$ cat src/rtl/seg7_scan_pkg.sv
// Shared constants, slot state type and leading-zero helper for the
// multiplexed 7-segment scan stage.
package seg7_scan_pkg;

    localparam int NUM_DIGITS = 4;
    localparam int NIBBLE_W   = 4;
    localparam int VALUE_W    = NUM_DIGITS * NIBBLE_W;

    // GUARD: digit enables off at slot start; SHOW: active digit driven.
    typedef enum logic {
        GUARD,
        SHOW
    } slot_state_t;

    // True when digit idx (1..3) and every digit to its left are zero.
    // Digit 0 is never a leading zero, so a zero value still shows "0".
    function automatic logic is_leading_zero(input logic [VALUE_W-1:0] value,
                                             input logic [1:0]         idx);
        case (idx)
            2'd1:    return value[15:4]  == '0;
            2'd2:    return value[15:8]  == '0;
            2'd3:    return value[15:12] == '0;
            default: return 1'b0;
        endcase
    endfunction

endpackage

$ cat src/rtl/seg7.sv
// Hex nibble to active-high segment pattern {g,f,e,d,c,b,a}.
module seg7 (
    input  logic [3:0] digit,
    output logic [6:0] segments
);

    // Pure lookup of the glyph for one hex digit.
    always_comb begin
        case (digit)
            4'h0:    segments = 7'h3F;
            4'h1:    segments = 7'h06;
            4'h2:    segments = 7'h5B;
            4'h3:    segments = 7'h4F;
            4'h4:    segments = 7'h66;
            4'h5:    segments = 7'h6D;
            4'h6:    segments = 7'h7D;
            4'h7:    segments = 7'h07;
            4'h8:    segments = 7'h7F;
            4'h9:    segments = 7'h6F;
            4'hA:    segments = 7'h77;
            4'hB:    segments = 7'h7C;
            4'hC:    segments = 7'h39;
            4'hD:    segments = 7'h5E;
            4'hE:    segments = 7'h79;
            default: segments = 7'h71;
        endcase
    end

endmodule

$ cat src/rtl/seg7_scan_mux.sv
// 4-digit multiplexed common-cathode display driver. Values enter through a
// one-deep valid/ready buffer and are committed only at frame wrap so a frame
// never mixes two values. Each slot starts with a blanked guard interval.
module seg7_scan_mux
    import seg7_scan_pkg::*;
#(
    parameter int SCAN_DIV     = 10_000,
    parameter int GUARD_CYCLES = 16
) (
    input  logic                  clk,
    input  logic                  rst_n,
    input  logic [VALUE_W-1:0]    value_in,
    input  logic                  value_valid,
    output logic                  value_ready,
    input  logic                  blank_lz,
    input  logic [NUM_DIGITS-1:0] dp_mask,
    output logic [6:0]            segments,
    output logic                  dp,
    output logic [NUM_DIGITS-1:0] digit_en
);

    localparam int                CNT_W       = (SCAN_DIV > 1) ? $clog2(SCAN_DIV) : 1;
    localparam logic [CNT_W-1:0]  CNT_MAX     = CNT_W'(SCAN_DIV - 1);
    localparam logic [CNT_W-1:0]  GUARD_LIM   = CNT_W'(GUARD_CYCLES);
    localparam slot_state_t       SLOT_START  = (GUARD_CYCLES > 0) ? GUARD : SHOW;

    logic [CNT_W-1:0]      slot_cnt;
    logic [1:0]            digit_idx;
    slot_state_t           state_q, state_d;

    logic [VALUE_W-1:0]    disp_reg;
    logic [VALUE_W-1:0]    pend_reg;
    logic                  pend_full, pend_full_d;

    logic                  slot_wrap, frame_wrap, xfer;
    logic [NIBBLE_W-1:0]   sel_nibble;
    logic [6:0]            dec_seg;
    logic [6:0]            seg_d;
    logic                  dp_d;
    logic [NUM_DIGITS-1:0] en_d;

    assign slot_wrap  = (slot_cnt == CNT_MAX);
    assign frame_wrap = slot_wrap && (digit_idx == 2'd3);
    assign xfer       = value_valid && value_ready;
    assign sel_nibble = disp_reg[digit_idx*NIBBLE_W +: NIBBLE_W];

    seg7 u_dec (
        .digit    (sel_nibble),
        .segments (dec_seg)
    );

    // Slot timebase: slot counter, digit index and slot FSM state register.
    always_ff @(posedge clk) begin
        // NOTE: sequential state uses <= so every register samples pre-edge values.
        if (!rst_n) begin
            slot_cnt  <= '0;
            digit_idx <= '0;
            state_q   <= SLOT_START;
        end else begin
            slot_cnt <= slot_wrap ? '0 : slot_cnt + 1'b1;
            if (slot_wrap) begin
                digit_idx <= digit_idx + 2'd1;
            end
            state_q <= state_d;
        end
    end

    // Next slot state and next-cycle pin values derived from the current slot.
    always_comb begin
        // NOTE: defaults first so no path leaves a variable unassigned (no latch).
        state_d     = state_q;
        seg_d       = '0;
        dp_d        = 1'b0;
        en_d        = '0;
        pend_full_d = pend_full;

        if (slot_wrap) begin
            state_d = SLOT_START;
        end else if ((slot_cnt + 1'b1) >= GUARD_LIM) begin
            state_d = SHOW;
        end

        if (state_q == SHOW) begin
            en_d  = 4'b0001 << digit_idx;
            dp_d  = dp_mask[digit_idx];
            seg_d = (blank_lz && is_leading_zero(disp_reg, digit_idx)) ? '0 : dec_seg;
        end

        // A transfer can only occur while nothing is pending, so it never
        // collides with a commit of the pending value.
        if (xfer) begin
            pend_full_d = 1'b1;
        end else if (frame_wrap) begin
            pend_full_d = 1'b0;
        end
    end

    // Handshake buffer state and frame-boundary commit into the display value.
    always_ff @(posedge clk) begin
        if (!rst_n) begin
            pend_full   <= 1'b0;
            value_ready <= 1'b0;
            disp_reg    <= '0;
        end else begin
            if (frame_wrap && pend_full) begin
                disp_reg <= pend_reg;
            end
            pend_full   <= pend_full_d;
            value_ready <= !pend_full_d;
        end
    end

    // Pending data register; captured on each accepted transfer.
    always_ff @(posedge clk) begin
        // NOTE: no reset on pure data storage; pend_full says whether it is valid.
        if (xfer) begin
            pend_reg <= value_in;
        end
    end

    // Registered display pins.
    always_ff @(posedge clk) begin
        if (!rst_n) begin
            segments <= '0;
            dp       <= 1'b0;
            digit_en <= '0;
        end else begin
            segments <= seg_d;
            dp       <= dp_d;
            digit_en <= en_d;
        end
    end

endmodule

$ cat config.mk
export PLATFORM = sky130hd
export DESIGN_NAME = seg7_scan_mux
export DESIGN_NICKNAME = d
export VERILOG_FILES = /design/src/rtl/seg7_scan_pkg.sv /design/src/rtl/seg7.sv /design/src/rtl/seg7_scan_mux.sv
export SDC_FILE = /design/constraint.sdc
export NUM_CORES = 1
export LEC_CHECK = 0
export CAP_MARGIN = 10
export CORE_MARGIN = 2
export CORE_UTILIZATION = 54
export CTS_CLUSTER_SIZE = 14
export DETAILED_ROUTE_END_ITERATION = 16
export PLACE_DENSITY = 0.76
export SLEW_MARGIN = 30
export SYNTH_ARGS = -nofsm -noshare
export SYNTH_HDL_FRONTEND = slang
export SYNTH_SLANG_ARGS = --single-unit
$ cat constraint.sdc
create_clock -name clk -period 2.9 [get_ports clk]
set_input_delay 0.435 -clock clk [delete_from_list [all_inputs] [get_ports clk]]
set_output_delay 0.435 -clock clk [all_outputs]
set_load 0.02 [all_outputs]
After elaboration in Yosys (flattened, before gate mapping)

Memory sizes are Yosys's and may differ from the RTL's. A register that Yosys moved wholly into a read port is not among the register bits.
Cells that the tools add are included.

Shifts and indexed selects: 2
Bitwise logic cells: 2
Reductions and logical operators: 11
Magnitude comparators: 2
Equal/unequal tests: 4
Add/subtract/negate cells: 2
Mux-type cells: 6

Operators with widths:

| kind                                                                    | count |
|---|---|
| 16-bit by 5-bit indexed part select with 4-bit output                   | 1 |
| 14-bit by 1-bit adder with 14-bit output (second input constant)        | 1 |
| 14-bit equality test (second input constant)                            | 1 |
| 14-bit by 5-bit >= comparator with 1-bit output (second input constant) | 1 |
| 12-bit zero test                                                        | 1 |
| 8-bit zero test                                                         | 1 |
| 2-bit equality test (second input constant)                             | 2 |
| 1-bit logical AND                                                       | 4 |
| 4-bit zero test                                                         | 1 |
| 1-bit 2-to-1 mux                                                        | 4 |
| 1-bit by 2-bit left shift with 4-bit output (first input constant)      | 1 |
| 2-bit by 3-bit < comparator with 1-bit output (second input constant)   | 1 |
| 1-bit case mux with 3 select lines                                      | 1 |
| 3-bit OR reduction                                                      | 1 |
| 2-bit by 1-bit adder with 2-bit output (second input constant)          | 1 |
| 1-bit binary-select mux with 2-bit select                               | 1 |
| 2-bit by 1-bit equality test with 1-bit output (second input constant)  | 1 |
| 1-bit inverter                                                          | 2 |
| 2-bit AND reduction                                                     | 1 |
| 2-bit OR reduction                                                      | 1 |
| 1-bit zero test                                                         | 1 |

ROM bits: 112
Memories kept: 1
Bits of input ports: 24
Output and inout port bits: 13
Register bits: 56

Memory list:

| name             | words | width | rd ports | clocked after memory_dff | write ports | line      | RTL |
|---|---|---|---|---|---|---|---|
| (name not given) | 16    | 7     | 1        | 1                        | 0           | seg7.sv:9 | `case (digit)` |

Depth between registers and ports, before layout

Gate-level depths: netlist of the first run.

Depth in word-level cells: 5
Depth in mapped cells: 10
Mapped depth without buffers: 7

Cells and area by module

A second synthesis of the first run with hierarchy kept.

Cell total of the unflattened synthesis: 267
Area total of the unflattened synthesis: 2857.7 µm²

Modules (own cells, without submodules):

| module        | seq. area each (µm²) | times used | area each (µm²) | cells each |
|---|---|---|---|---|
| seg7_scan_mux | 1421.4               | 1          | 2563.7          | 234 |
| seg7          | 0.0                  | 1          | 294.0           | 33 |

Least setup slack after synthesis of the first run

No wires, ideal clock.

Path kind: reg2reg
Start: register digit_idx[0]
End: register segments[3]
Path slack: 0.895 ns
Required time: 2.835 ns
Cell stages (with the launch flop): 8
Arrival time: 1.939 ns
Library setup time: 0.065 ns
Path buffers: 1
Path through: dfxtp_1 buf_6 mux4_1 inv_1 ha_1 inv_1 mux4_2 nor2_1

Cells in the longest elaborated chain, start to end: 5
Elaborated cells on any way between the ends: 8
Those cells by class: eq/ne: 3; shift: 1; mux: 2; reduce/logical: 2

RTL lines:

| what                                                                                         | line                | RTL |
|---|---|---|
| start, declared                                                                              | seg7_scan_mux.sv:28 | `logic [1:0] digit_idx;` |
| start signal, assigned                                                                       | seg7_scan_mux.sv:62 | `digit_idx <= digit_idx + 2'd1;` |
| 2-bit equality test / 2-bit by 1-bit equality test with 1-bit output (equally long branches) | seg7_scan_pkg.sv:19 | `case (idx)` |
| 1-bit case mux with 3 select lines                                                           | seg7_scan_pkg.sv:19 |  |
| 1-bit 2-to-1 mux                                                                             | seg7_scan_mux.sv:83 | `if (state_q == SHOW) begin` |
| 1-bit logical AND                                                                            | seg7_scan_mux.sv:86 | `seg_d = (blank_lz && is_leading_zero(disp_reg, digit_idx)) ? '0 : dec_seg;` |
| 3-bit OR reduction (no source line)                                                          | n/a                 |  |
| end, declared                                                                                | seg7_scan_mux.sv:17 | `output logic [6:0] segments,` |

Parallel ways exist; a longest one is shown, timed or not. The select of a mux whose other input is x is not followed.
A chain may end at the register's enable or synchronous reset.

Worst setup path after layout of the first run

Ends and elaborated chain as after synthesis.

==> Flow_metrics.wiki, run 1 <==
{| class="wikitable"
! Metric !! Value
|-
| Most utilized layer in the global route result || met2
|-
| Count of H-tree levels built during CTS || 3
|-
| Sequential fraction of the synthesis area || 0.508
|-
| Row Count || 26
|-
| Number of placed I/O pins || 37
|-
| Total Power || 1.71 mW
|-
| Critical path launch point || digit_idx[0]$_SDFFE_PN0P_
|-
| Run status || completed
|-
| Clk buf depth || 2
|-
| Sink Count || 63
|-
| Final setup vio count || 0
|-
| Number of I/O port buffers || 36
|-
| Met3 Track Usage GR || 0.0438
|-
| Wire length of the first global-routing pass || ~8700 um
|-
| Crit path kind || reg2reg
|-
| Clock Power Share || 0.421
|-
| Die area || slightly below 0.006 mm^2
|-
| Met1 Track Usage GR || 0.268
|-
| Final total negative setup slack || 0 ns
|-
| Count of pins over their slew limit || 0
|-
| CTS Root Cell || sky130_fd_sc_hd__clkbuf_8
|-
| Cell count of the worst hold path || 2
|-
| Critical path's largest stage delay || around 0.71 ns
|-
| Register-to-register setup slack || between 0.6 and 0.7 ns
|-
| Starting density of the core || 0.555
|-
| Vertical die dimension || 76.0 um
|-
| Internal cell power || approximately 1.3 mW
|-
| Worst clock skew || 0.00622 ns
|-
| CP cell instances || mux4_1, inv_1, ha_1, inv_1, mux4_2, nor2_1
|-
| Final weighted congestion in routability-driven placement || 0.864
|-
| WP data required || ~3.2 ns
|-
| WP data arrival || roughly 2.5 ns
|-
| Largest net degree at the start of global routing || 26
|-
| Crit path max-delay cell type || sky130_fd_sc_hd__mux4_1
|-
| Most frequent cells in the layout || 47 x sky130_fd_sc_hd__dfxtp_1, 44 x sky130_fd_sc_hd__nand2_1, 36 x sky130_fd_sc_hd__clkdlybuf4s50_1, 25 x sky130_fd_sc_hd__nor2_1, 16 x sky130_fd_sc_hd__edfxtp_1
|-
| Dominant cell type by count on the critical path || sky130_fd_sc_hd__inv_1
|-
| Shortest period the worst path allows || approximately 2.3 ns
|-
| Type of the most critical hold path || reg2reg
|-
| Number of nets with antenna violations after detailed routing || 0
|-
| Capturing point of the worst reg2reg path || segments[3]$_SDFF_PP0_
|-
| Clock slew at reported path FFs || 0.07 ns
|-
| Drt via density || about 5.2
|-
| Setup repair after global routing missed its margin || false
|-
| Max-slew headroom || 0.497
|-
| Achievable Freq || about 440 MHz
|-
| Count of routing violations after the opening detailed-route iteration || 74
|-
| TritonCTS clock tree || yes
|-
| Sequential power share || 0.541
|-
| Layout cells sized above 1 || 0.0581
|-
| Endpoint of the most critical setup path || segments[3]$_SDFF_PP0_
|-
| Actual transition at the worst max-transition pin || 0.754 ns
|-
| Total power per unit cell area || approximately 510 mW/mm^2
|-
| WL/cell || 12.9 um
|-
| Number of maximum-capacitance constraint violations || 0
|-
| Worst Setup Start Kind || flop
|-
| Number of global-route vias before repair || 1906
|-
| Gr ovfl total || 0
|-
| Worst path top cell family by delay || multiplexers
|-
| Worst hold start || disp_reg[3]$_SDFFE_PN0P_
|-
| Cell variety after synth || 42
|-
| Area growth from synthesis to layout || 19.7%
|-
| Initial antenna violation count || 0
|-
| Combinational power share || 0.038
|-
| Core region area || between 0.005 and 0.006 mm^2
|-
| CTS buffer count || 9
|-
| Switching component of the power || between 0.3 and 0.4 mW
|-
| Number of synthesized register bits || 63
|-
| Worst VDD drop || approximately 0.00036 V
|-
| Number of iterations in the first detailed-routing pass || 4
|-
| Post-CTS repair timing setup buffer count || 0
|-
| Antenna diode instance count || 0
|-
| Net count after synthesis || between 300 and 400
|-
| Total length of routed wires || slightly below 5000 um
|-
| Width of the die || 76.0 um
|-
| CP Depth || 6
|-
| Post-DP HPWL || approximately 3500 um
|-
| Count of buffering cells on the critical path with inverters included || 2
|-
| Clk_lat worst skew || 0.34 ns
|-
| Post-CTS resize count || 0
|-
| All-Layer GR Usage || 0.190
|-
| Sw Ratio || 0.214
|-
| Combined area of all synthesized cells || 0.00280 mm^2
|-
| YS warnings || 0
|-
| Average instance area after synthesis || 10.3 um^2
|-
| Largest fanout on the critical path || 11
|-
| Met2 usage in global routing || 0.271
|-
| Endpoints failing hold || 0
|-
| Gate count of the mapped netlist || around 270
|-
| Cts-stage hold buffer count || 0
|-
| Total number of vias || between 1500 and 2000
|-
| Endpoint class of the critical path || flop
|-
| Leakage power figure || about 1.2 nW
|-
| Worst Reg2Reg Path Length in Cells || 6
|-
| Detailed-route DRC error count || 0
|-
| Leading cell type in the layout, fill and taps excluded || sky130_fd_sc_hd__dfxtp_1
|-
| Period utilization || 0.778
|-
| Number of nets in the layout || between 300 and 400
|-
| Reg-to-Reg Start || digit_idx[0]$_SDFFE_PN0P_
|}
through the flow:
stage	instances	setup WS (ns)	area (um^2)	hold WS [ns]	utilization
after floorplan	272	0.895	2800	0.426	-
after global placement	364	0.706	3160	0.446	0.627
after detailed placement	364	0.643	3160	0.445	0.627
after CTS	380	0.628	3350	0.453	0.665
after global routing	380	0.473	3350	0.473	0.665
final	380	0.644	3350	0.451	0.665
layout make-up:
class                   count  area [um^2]
repair buffers             37          368
clock inverters             7         63.8
inverters                   8         30.0
flip-flops and latches     63         1420
multi-input cells         186         1260
well taps                  70         87.6
fillers                   413         1690
clock buffers               9          124
Yosys cell counts:
cell | number | area share
sky130_fd_sc_hd__nand2b_1 | 1 | 0.0022
sky130_fd_sc_hd__o211a_1 | 1 | 0.0036
sky130_fd_sc_hd__nand3b_1 | 1 | 0.0027
sky130_fd_sc_hd__and2_1 | 5 | 0.011
sky130_fd_sc_hd__o31ai_1 | 1 | 0.0027
sky130_fd_sc_hd__a21boi_1 | 10 | 0.027
sky130_fd_sc_hd__and2_2 | 1 | 0.0027
sky130_fd_sc_hd__a221oi_1 | 3 | 0.0094
sky130_fd_sc_hd__edfxtp_1 | 16 | 0.17
sky130_fd_sc_hd__mux4_1 | 4 | 0.038
sky130_fd_sc_hd__nand3_1 | 9 | 0.016
sky130_fd_sc_hd__ha_1 | 12 | 0.054
sky130_fd_sc_hd__and4_1 | 3 | 0.0094
sky130_fd_sc_hd__o21ai_0 | 6 | 0.011
sky130_fd_sc_hd__a21boi_0 | 8 | 0.021
sky130_fd_sc_hd__o21bai_1 | 1 | 0.0027
sky130_fd_sc_hd__nand2b_4 | 1 | 0.0049
sky130_fd_sc_hd__clkbuf_1 | 7 | 0.0094
sky130_fd_sc_hd__xnor2_1 | 8 | 0.025
sky130_fd_sc_hd__and4b_1 | 1 | 0.0036
sky130_fd_sc_hd__nor2_1 | 25 | 0.034
sky130_fd_sc_hd__nand4b_1 | 1 | 0.0031
sky130_fd_sc_hd__a41oi_1 | 1 | 0.0031
sky130_fd_sc_hd__buf_4 | 3 | 0.0080
sky130_fd_sc_hd__buf_2 | 2 | 0.0036
sky130_fd_sc_hd__nor3_1 | 6 | 0.011
sky130_fd_sc_hd__inv_1 | 8 | 0.011
sky130_fd_sc_hd__xor2_1 | 7 | 0.022
sky130_fd_sc_hd__buf_6 | 3 | 0.012
sky130_fd_sc_hd__a21oi_1 | 4 | 0.0071
sky130_fd_sc_hd__dfxtp_1 | 47 | 0.34
sky130_fd_sc_hd__a21o_1 | 1 | 0.0027
sky130_fd_sc_hd__and3_1 | 3 | 0.0067
sky130_fd_sc_hd__or3_1 | 2 | 0.0045
sky130_fd_sc_hd__o22ai_1 | 2 | 0.0045
sky130_fd_sc_hd__nand2_1 | 44 | 0.059
sky130_fd_sc_hd__nand4_1 | 4 | 0.0089
sky130_fd_sc_hd__nor4_1 | 3 | 0.0067
sky130_fd_sc_hd__mux2i_1 | 2 | 0.0071
sky130_fd_sc_hd__nor2b_1 | 2 | 0.0045
sky130_fd_sc_hd__mux4_2 | 2 | 0.016
sky130_fd_sc_hd__a31oi_1 | 1 | 0.0022
kinds of logic (layout without fill, tap and decap cells):
logic type,after synthesis,in the layout,synth area share
adders and majority gates,12,12,0.0536
DFF,63,63,0.508
xor gates and xnor gates,15,15,0.0469
and+or+nand+nor,112,112,0.190
buffers and inverters,23,61,0.0438
muxes,8,8,0.0608
AOI/OAI and AO/OA,39,39,0.0970
tightest hold or removal path, stage by stage, from the launching register on:
cell and delay (ns):
sky130_fd_sc_hd__dfxtp_1 0.31, sky130_fd_sc_hd__nand2_1 0.05, sky130_fd_sc_hd__a21boi_1 0.05
how the worst min path moves through the flow:
stage                                    end
floorplan           disp_reg[3]$_SDFFE_PN0P_
global placement    disp_reg[3]$_SDFFE_PN0P_
detailed placement  disp_reg[3]$_SDFFE_PN0P_
CTS                 disp_reg[3]$_SDFFE_PN0P_
global route        disp_reg[3]$_SDFFE_PN0P_
finish              disp_reg[3]$_SDFFE_PN0P_
power by group through the flow:
stage	Sequential (mW)	Clock [mW]	Combinational, mW
final	0.927	0.721	0.0647
after global routing	0.927	0.775	0.0711
after CTS	0.926	0.735	0.0651
after detailed placement	0.946	0	0.0648
after global placement	0.946	0	0.0637
after floorplan	0.945	0	0.0228
layer usage:
metal / wire (um) / vias to the layer above
li1: - / 1014
met1: 2460 / 899
met2: 2090 / 48
met3: 219 / 11
met4: 114 / 0
met5: 0 / -
No activity file was read; power rests on OpenSTA's default activity.
==> run 2: changes to the inputs <==
--- a/config.mk
+++ b/config.mk
@@ -7,10 +7,10 @@
 export LEC_CHECK = 0
 export CAP_MARGIN = 10
 export CORE_MARGIN = 2
-export CORE_UTILIZATION = 54
+export CORE_UTILIZATION = 49
 export CTS_CLUSTER_SIZE = 14
 export DETAILED_ROUTE_END_ITERATION = 16
-export PLACE_DENSITY = 0.76
+export PLACE_DENSITY = 0.73
 export SLEW_MARGIN = 30
 export SYNTH_ARGS = -nofsm -noshare
 export SYNTH_HDL_FRONTEND = slang
==> constraint.sdc (replaced) <==
create_clock -name clk -period 1.95 [get_ports clk]
set_input_delay 0.2925 -clock clk [delete_from_list [all_inputs] [get_ports clk]]
set_output_delay 0.2925 -clock clk [all_outputs]
set_load 0.02 [all_outputs]
==> Flow_metrics.wiki, run 2 (synthesis results as in run 1) <==
{| class="wikitable"
! Metric !! Value
|-
| TritonCTS clock tree || yes
|-
| Width of the die || 79.6 um (+4.7%)
|-
| Clock slew at reported path FFs || 0.07 ns (about the same)
|-
| Most frequent cells in the layout || 46 x sky130_fd_sc_hd__dfxtp_1, 44 x sky130_fd_sc_hd__nand2_1, 36 x sky130_fd_sc_hd__clkdlybuf4s50_1, 25 x sky130_fd_sc_hd__nor2_1, 16 x sky130_fd_sc_hd__edfxtp_1
|-
| Clk buf depth || 2 (unchanged)
|-
| Worst VDD drop || 0.000565 V (+56%)
|-
| Initial antenna violation count || 0 (unchanged)
|-
| Final setup vio count || 0 (unchanged)
|-
| Total Power || 2.83 mW (+65%)
|-
| Post-placement worst setup slack || 0.0578 ns (-0.585 ns)
|-
| Worst path top cell family by delay || multiplexers
|-
| Run status || completed
|-
| Met1 Track Usage GR || 0.246 (-0.0222)
|-
| Core region area || 0.00551 mm^2 (+9.2%)
|-
| CTS buffer count || 9 (unchanged)
|-
| Area of all placed cells without fillers || 0.00350 mm^2 (+4.5%)
|-
| WP data arrival || 2.11 ns (-0.43 ns)
|-
| Number of I/O port buffers || 36 (unchanged)
|-
| WP data required || 2.23 ns (-0.95 ns)
|-
| Number of global-route vias before repair || 1981 (+3.9%)
|-
| Layout cells sized above 1 || 0.111 (+0.0530)
|-
| Gr ovfl total || 0 (unchanged)
|-
| Vertical die dimension || 79.6 um (+4.7%)
|-
| Final Instance Count excl. Fillers || 396 (+4.2%)
|-
| Number of placed I/O pins || 37 (unchanged)
|-
| WL/cell || 13.6 um (+5.4%)
|-
| Post-DP HPWL || 3870 um (+9.5%)
|-
| Row Count || 27 (+3.8%)
|-
| Starting density of the core || 0.509 (-0.0468)
|-
| Met3 Track Usage GR || 0.0498 (+0.00593)
|-
| Number of nets with antenna violations after detailed routing || 0 (unchanged)
|-
| Leading cell type in the layout, fill and taps excluded || sky130_fd_sc_hd__dfxtp_1
|-
| Endpoint class of the critical path || flop
|-
| Crit path kind || reg2reg
|-
| Placed cell count || 380 (+4.4%)
|-
| Achievable Freq || 546 MHz (+23%)
|-
| Count of pins over their slew limit || 0 (unchanged)
|-
| Number of nets in the layout || 355 (+4.1%)
|-
| Wire length of the first global-routing pass || 8980 um (+3.6%)
|-
| Clk_lat worst skew || 0.34 ns (about the same)
|-
| CP cell instances || mux4_2, ha_1, mux4_2, nor2_1
|-
| Critical path's largest stage delay || 0.57 ns (-0.14 ns)
|-
| Period utilization || 0.939 (+0.161)
|-
| Largest fanout on the critical path || 5 (-6)
|-
| Post-route core utilization || 0.636 (-0.0285)
|-
| Final weighted congestion in routability-driven placement || 0.821 (-5.0%)
|-
| Actual transition at the worst max-transition pin || 0.472 ns (-0.282 ns)
|-
| Crit path max-delay cell type || sky130_fd_sc_hd__mux4_2
|-
| Final total negative setup slack || 0 ns (unchanged)
|-
| Total length of routed wires || 5370 um (+9.8%)
|-
| Number of maximum-capacitance constraint violations || 0 (unchanged)
|-
| Total number of vias || 2045 (+3.7%)
|-
| Largest net degree at the start of global routing || 19 (-27%)
|-
| Setup repair after global routing missed its margin || false
|-
| Area growth from synthesis to layout || 25.1%
|-
| Leakage power figure || 1.26 nW (+7.5%)
|-
| Dominant cell type by count on the critical path || sky130_fd_sc_hd__mux4_2
|-
| Count of buffering cells on the critical path with inverters included || 0 (-2)
|-
| Sink Count || 63 (unchanged)
|-
| Worst Setup Start Kind || flop
|-
| CTS Root Cell || sky130_fd_sc_hd__clkbuf_8
|-
| Total power per unit cell area || 808 mW/mm^2 (+58%)
|-
| Count of routing violations after the opening detailed-route iteration || 108 (+46%)
|-
| Max-slew headroom || 0.685 (+0.187)
|-
| Type of the most critical hold path || reg2reg
|-
| Shortest period the worst path allows || 1.83 ns (-0.426 ns)
|-
| Die area || 0.00634 mm^2 (+9.7%)
|-
| Cts-stage hold buffer count || 0 (unchanged)
|-
| Most utilized layer in the global route result || met2
|-
| Detailed-route DRC error count || 0 (unchanged)
|-
| Worst path setup slack after routing || 0.120 ns (-0.524 ns)
|-
| All-Layer GR Usage || 0.187 (-0.00261)
|-
| Met2 usage in global routing || 0.285 (+0.0143)
|-
| DP Area || 0.00326 mm^2 (+3.2%)
|-
| Number of iterations in the first detailed-routing pass || 4 (unchanged)
|-
| Antenna diode instance count || 0 (unchanged)
|-
| Worst-case hold slack || 0.468 ns (+0.0170 ns)
|-
| Endpoints failing hold || 0 (unchanged)
|-
| Count of H-tree levels built during CTS || 3 (unchanged)
|-
| Worst clock skew || 0.0123 ns (+0.00610 ns)
|-
| Drt via density || 5.16 (-0.49%)
|}
## run 2: worst paths after layout
path | startpoint | to | slack, ns | cells past startpoint
max | digit_idx[0]$_SDFFE_PN0P_ | segments[3]$_SDFF_PP0_ | 0.12 | 4
min | disp_reg[3]$_SDFFE_PN0P_ | disp_reg[3]$_SDFFE_PN0P_ | 0.47 | 2
max reg2reg | digit_idx[0]$_SDFFE_PN0P_ | segments[3]$_SDFF_PP0_ | 0.12 | 4
min reg2reg | disp_reg[3]$_SDFFE_PN0P_ | disp_reg[3]$_SDFFE_PN0P_ | 0.47 | 2
## run 2: worst reg2reg max path, stage by stage, from the launching register on
cell and delay, ns:
sky130_fd_sc_hd__dfxtp_2 0.38, sky130_fd_sc_hd__mux4_2 0.57, sky130_fd_sc_hd__ha_1 0.27, sky130_fd_sc_hd__mux4_2 0.47, sky130_fd_sc_hd__nor2_1 0.08
## run 2: power by group
group	internal (mW)	switching, mW	leakage [nW]
sequential	1.37	0.0115	0.528
clock	0.852	0.500	0.114
combinational	0.0635	0.0380	0.619
## run 2: layout make-up
type | instances | area (um^2)
clock buffer | 11 | 131
clock inverter | 5 | 106
fill | 463 | 2000
inverter | 8 | 30.0
multi-input combinational | 186 | 1250
sequential | 63 | 1420
tap | 72 | 90.1
timing repair buffer | 51 | 473
## run 2: what timing repair did
item,CTS,global route
buffers inserted,0,0
endpoints found under the setup margin,0,6
endpoints found under the hold margin,0,0
gates resized for setup,0,1
## run 2: routing by layer
layer | wire length (um) | vias up
met5 | 0 | -
li1 | - | 1040
met4 | 38 | 0
met1 | 2650 | 956
met2 | 2430 | 45
met3 | 244 | 4
